## src/rtl/button_debounce.sv

```systemverilog
// Push-button conditioning: two-flop synchroniser, per-channel stability FSM,
// registered debounced level plus single-cycle press/release strobes.
module button_debounce #(
  parameter int unsigned N_BTN     = 4,
  parameter int unsigned DB_CYCLES = 1250000,
  parameter int unsigned CNT_W     = 21
) (
  input  logic             clk,
  input  logic             clr_n,
  input  logic [N_BTN-1:0] btn_raw,
  output logic [N_BTN-1:0] btn_level,
  output logic [N_BTN-1:0] btn_press,
  output logic [N_BTN-1:0] btn_release
);

  typedef enum logic [1:0] {StIdle, StChkHi, StHeld, StChkLo} state_t;

  // Terminal count: DB_CYCLES consecutive stable cycles spent in a CHK state.
  localparam logic [CNT_W-1:0] CntMax = CNT_W'(DB_CYCLES - 1);

  logic [N_BTN-1:0] sync1_q, sync2_q;
  state_t           state_q [N_BTN];
  state_t           state_d [N_BTN];
  logic [CNT_W-1:0] cnt_q   [N_BTN];
  logic [CNT_W-1:0] cnt_d   [N_BTN];
  logic [N_BTN-1:0] level_q, level_d;
  logic [N_BTN-1:0] press_q, press_d;
  logic [N_BTN-1:0] release_q, release_d;

  // Two-flop synchroniser; the FSMs only ever look at sync2_q.
  always_ff @(posedge clk) begin
    if (!clr_n) begin
      sync1_q <= '0;
      sync2_q <= '0;
    end else begin
      sync1_q <= btn_raw;
      sync2_q <= sync1_q;
    end
  end

  // Per-channel state, counter and registered outputs.
  always_ff @(posedge clk) begin
    if (!clr_n) begin
      for (int i = 0; i < N_BTN; i++) begin
        state_q[i] <= StIdle;
        cnt_q[i]   <= '0;
      end
      level_q   <= '0;
      press_q   <= '0;
      release_q <= '0;
    end else begin
      for (int i = 0; i < N_BTN; i++) begin
        state_q[i] <= state_d[i];
        cnt_q[i]   <= cnt_d[i];
      end
      level_q   <= level_d;
      press_q   <= press_d;
      release_q <= release_d;
    end
  end

  // Next-state logic; strobes default low so they last exactly one cycle.
  always_comb begin
    level_d   = level_q;
    press_d   = '0;
    release_d = '0;
    for (int i = 0; i < N_BTN; i++) begin
      state_d[i] = state_q[i];
      cnt_d[i]   = cnt_q[i];
      unique case (state_q[i])
        StIdle: begin
          if (sync2_q[i]) begin
            state_d[i] = StChkHi;
            cnt_d[i]   = '0;
          end
        end
        StChkHi: begin
          if (!sync2_q[i]) begin
            state_d[i] = StIdle;
            cnt_d[i]   = '0;
          end else if (cnt_q[i] == CntMax) begin
            state_d[i] = StHeld;
            cnt_d[i]   = '0;
            level_d[i] = 1'b1;
            press_d[i] = 1'b1;
          end else begin
            cnt_d[i] = cnt_q[i] + CNT_W'(1);
          end
        end
        StHeld: begin
          if (!sync2_q[i]) begin
            state_d[i] = StChkLo;
            cnt_d[i]   = '0;
          end
        end
        StChkLo: begin
          if (sync2_q[i]) begin
            state_d[i] = StHeld;
            cnt_d[i]   = '0;
          end else if (cnt_q[i] == CntMax) begin
            state_d[i]   = StIdle;
            cnt_d[i]     = '0;
            level_d[i]   = 1'b0;
            release_d[i] = 1'b1;
          end else begin
            cnt_d[i] = cnt_q[i] + CNT_W'(1);
          end
        end
        default: begin
          state_d[i] = StIdle;
          cnt_d[i]   = '0;
        end
      endcase
    end
  end

  assign btn_level   = level_q;
  assign btn_press   = press_q;
  assign btn_release = release_q;

endmodule
```

## config.mk

```make
export PLATFORM = sky130hd
export DESIGN_NAME = button_debounce
export DESIGN_NICKNAME = d
export VERILOG_FILES = /design/src/rtl/button_debounce.sv
export SDC_FILE = /design/constraint.sdc
export NUM_CORES = 1
export LEC_CHECK = 0
export ABC_AREA = 1
export BUFFER_PORTS_ARGS = -buffer_cell sky130_fd_sc_hd__buf_2
export CAP_MARGIN = 15
export CORE_MARGIN = 2
export CORE_UTILIZATION = 45
export CTS_CLUSTER_DIAMETER = 100
export DETAILED_ROUTE_END_ITERATION = 12
export GPL_TIMING_DRIVEN = 0
export PLACE_DENSITY = 0.6
export SLEW_MARGIN = 30
export SYNTH_ARGS = -nofsm -noshare
export SYNTH_HDL_FRONTEND = slang
export SYNTH_SLANG_ARGS = --single-unit
```

## constraint.sdc

```tcl
create_clock -name clk -period 3.1 [get_ports clk]
set_input_delay 0.31 -clock clk [delete_from_list [all_inputs] [get_ports clk]]
set_output_delay 0.31 -clock clk [all_outputs]
set_load 0.02 [all_outputs]
```

After elaboration in Yosys (flattened, before gate mapping)
Memories as Yosys holds them, arrays and structs flattened. Index checks and enable logic that the tools add are counted.

Add/subtract/negate cells: 4. Equal/unequal tests: 32. Multiplexer cells: 86. Bitwise operators: 13. Reduce and logical (&&, ||, !) cells: 20.

Operator list (number): $mux 21 (24); $pmux 21 s4 (4); $add 21x1->21 const B (4); $eq 21x21->1 const B (4); $mux 2 (28); $ne 2x2->1 const B (16); $pmux 2 s4 (4); $mux 1 (22); $reduce_and 5->1 (4); $eq 2x2->1 const B (8); $reduce_and 3->1 (4); $reduce_or 3->1 (4); $eq 2x1->1 const B (4); $logic_not 2->1 (4); $or 1x1->1 (8); $pmux 1 s2 (4); $reduce_bool 2->1 (4); $not 1->1 (5).

Bits in registers: 20. Bits in writable memories: 92. Bits of input ports: 6. Output and inout bits: 12. Logic and storage cells: 171. Memories kept: 2.

Memories: cnt_q (depth 4, width 21, rd ports 4, clocked after Yosys merged registers in 0, write ports 4, line 24) `logic [CNT_W-1:0] cnt_q [N_BTN];`; state_q (depth 4, width 2, rd ports 4, clocked after Yosys merged registers in 0, write ports 4, line 22) `state_t state_q [N_BTN];`.

Logic depth before layout (Yosys ltp)
Depth in word-level cells: 5. Gate-level depth with buffers: 11. Gate-level depth less buffers: 11.

Least setup slack after synthesis
Ideal clock, no wire load.

Path type: reg2reg. Start: memory state_q[3][0] in the netlist's numbering. End: memory cnt_q[3][20]. Library setup time: 64 ps. Arrival time: 1478 ps. Data required time: 3036 ps. Setup slack: 1558 ps. Cell stages (with the launch flop): 11. Path buffers: 1. Period minus slack after synthesis: 1542 ps. Path through: dfxtp_1 inv_1 ha_1 nand2_1 nand2_2 inv_2 buf_2 nand4_1 nand2_1 nand2_1 nor2_1.

RTL lines (line): start: declaration (22); end: declaration (24).

==> metrics <==
CP delay by family, top simple AND/OR/NAND/NOR gates; clk buf depth 2; synth top area cells dfxtp_1 36%, nand2_1 16%, nor2_1 9.9%; Bufs and invs on worst path 0; maximum vdd drop 0.286 mV; via count 5,721; Async SR Flop Fraction 0%; area delta synth->final 9.56%; Worst Setup Start Kind flip-flop; Placer Congestion 0.839; status finished, final reports clean; Final TNS setup 0 ns; n_diodes 0; Pleak around 2.6 nW; worst-path fanout max 5; die area about 0.015 sq mm; total CTS buffers 9; routed length per instance 12.2 um; IO Count 18; slowest cell on the critical path dfxtp_1; Post-Syn Instances roughly 960; critical path cell sequence ha_1 > nand3_1 > nor2_1 > nand3_1 > nor2_1 > nand2_1 > nor3_1; H-tree depth 3; Die Height 121 um; final net count between 1,000 and 1,500; Worst R2R Start cnt_q[1][0]$_SDFFE_PN0P_; Root Buffer clkbuf_16; area leader, netlist dfxtp_1; post-CTS setup buffer count 0; post-cts resize count 0; Clock Pin Slew Worst Setup and Hold Paths 0.07 ns; CTS hold repair buffers 0; clk_lat worst skew 0.36 ns; Max Cap Viol 0; number of synthesized register bits 112; ratio of cells with drive above 1 in the final layout a little under a tenth; DRT antenna net count 0; synth warn 0; die width 121 um; EDFF count, synth 0; fin cells about 1,200; vias in the first global route 5,128; Syn Area/Cell 6.45 sq um; Distinct cells, synth 36; Min-Delay Path Class primary input to flip-flop; Clock Sinks 112; CTS tree done; share of the synthesized area in the top cell type 36.3%; initial drt markers 325; crit path kind flip-flop to flip-flop; Final min period a little under 2 ns; FILL cells 1,437; I/O Buffers 17; skew final 0.00499 ns; worst slew pin tran 0.673 ns; CP max stage delay 0.42 ns; initial antenna violation count 0; Setup crit end kind flip-flop; final hold violation count 0; Worst Path Required 3.34 ns; first-pass GRT wire length 24,100 um; 1st-pass router iterations 4; # setup viols final 0; Total GRT Usage 20.4%; Worst Setup SP cnt_q[1][0]$_SDFFE_PN0P_; drt drc 0; worst relative slew slack 55.1%; Power Total 3.17 mW; f_max 0.516 GHz; ys flop type dfxtp_1; fin crit share 62.6%; WP data arrival 2.18 ns; unrepaired setup endpoints after global routing no; Seq/Total Area, Yosys a little over a third; mapped cell area between 0.006 and 0.007 sq mm; fin. max-slew vios 0; largest net degree at the start of global routing 18; Total Routed Length 14,300 um; initial core utilization 46.3%; gr ovfl total 0; row cnt 42; floorplan core area about 0.013 sq mm; pwr dens 468 mW/mm^2; Post-Syn Nets 974; worst hold start btn_raw[0]; HPWL after DPL 10,600 um; Avg Vias per Cell about 5; placed cells between 1,000 and 1,500
## tightest hold or removal path: cells and delay by family
kind | cells | cell delay (ns)
buffers and inverters | 2 | 0.11
and+or+nand+nor | 1 | 0.04
## state kept, by name (all words and copies together), names as in the netlist, named ones only
register and count:
state_q 4, sync2_q 4, btn_press 4, cnt_q 84, btn_release 4, sync1_q 4, btn_level 4
## cells in the final DEF (no fill, tap or decap), drive strengths merged
cell and n:
nand2 270, nor2 181, inv 125, dfxtp 112, nand3 75, a21oi 50
buf 31, o21ai 29, nor3 28, nand4 18, clkbuf 18, xor2 15
ha 10, xnor2 5, o22ai 3, nand3b 3, or2 3, a31oi 2
nor3b 2, nor4 2, o211ai 2, o21bai 2, o21a 2, a22oi 1
clkinvlp 1, clkinv 1
## routing by layer
metal / global-route usage, % / vias up / routed length, um
met5: 0 / - / 0
met4: 6.11 / 0 / 200
met3: 4.65 / 13 / 503
met2: 31.9 / 77 / 6270
met1: 28.1 / 2547 / 7290
li1: - / 3084 / -
## where the power goes
part           internal (mW)  leakage [nW]  switching, mW
sequential              1.48         0.905         0.0396
clock                  0.596         0.136          0.541
combinational          0.148          1.58          0.367
## area by class of cell
cell class                 instances  area (sq um)  share of cell area, %
sequential                       112          2240                   33.1
inverter                         124           465                   6.88
timing repair buffer              17          85.1                   1.26
tap                              176           220                   3.25
clock inverter                     3          25.0                  0.370
multi-input combinational        703          3360                   49.6
buffer                            19           113                   1.66
clock buffer                      13           260                   3.85
## path summary, 6_finish.rpt
path	to	slack, ns	cells past startpoint
max reg2reg	btn_release[1]$_SDFF_PP0_	1.16	7
min reg2reg	sync2_q[2]$_SDFF_PN0_	0.42	2
min	sync1_q[0]$_SDFF_PN0_	0.13	3
max	btn_release[1]$_SDFF_PP0_	1.16	7
## synthesized netlist by cell type, drive strengths merged (3+ instances only)
library cell	instances
xor2	15
nand2	270
xnor2	5
o21ai	29
nand3	75
nor3	28
clkbuf	5
inv	124
or2	3
o22ai	3
nor2	181
nand4	18
dfxtp	112
a21oi	50
buf	14
nand3b	3
ha	10
## stage by stage
stage	setup WS, ns	utilization [%]	area, sq um	hold WS [ns]
after floorplan	1.56	-	6180	0.390
after global placement	1.21	48.6	6480	0.396
after detailed placement	1.19	48.6	6480	0.402
after CTS	1.17	50.7	6770	0.113
after global routing	0.899	50.7	6770	0.130
final	1.16	50.7	6770	0.133
## cells by family after synthesis
kind of cell / Yosys count / share of synthesized area (%)
adder cells (fa/ha/maj): 10 / 2.03
XOR/XNOR: 20 / 2.84
AO/OA/AOI/OAI: 91 / 7.76
AND/OR/NAND/NOR: 582 / 41.7
buffers and inverters: 143 / 9.36
flip-flops: 112 / 36.3
Note: power is estimated with default switching activity, not from simulation.
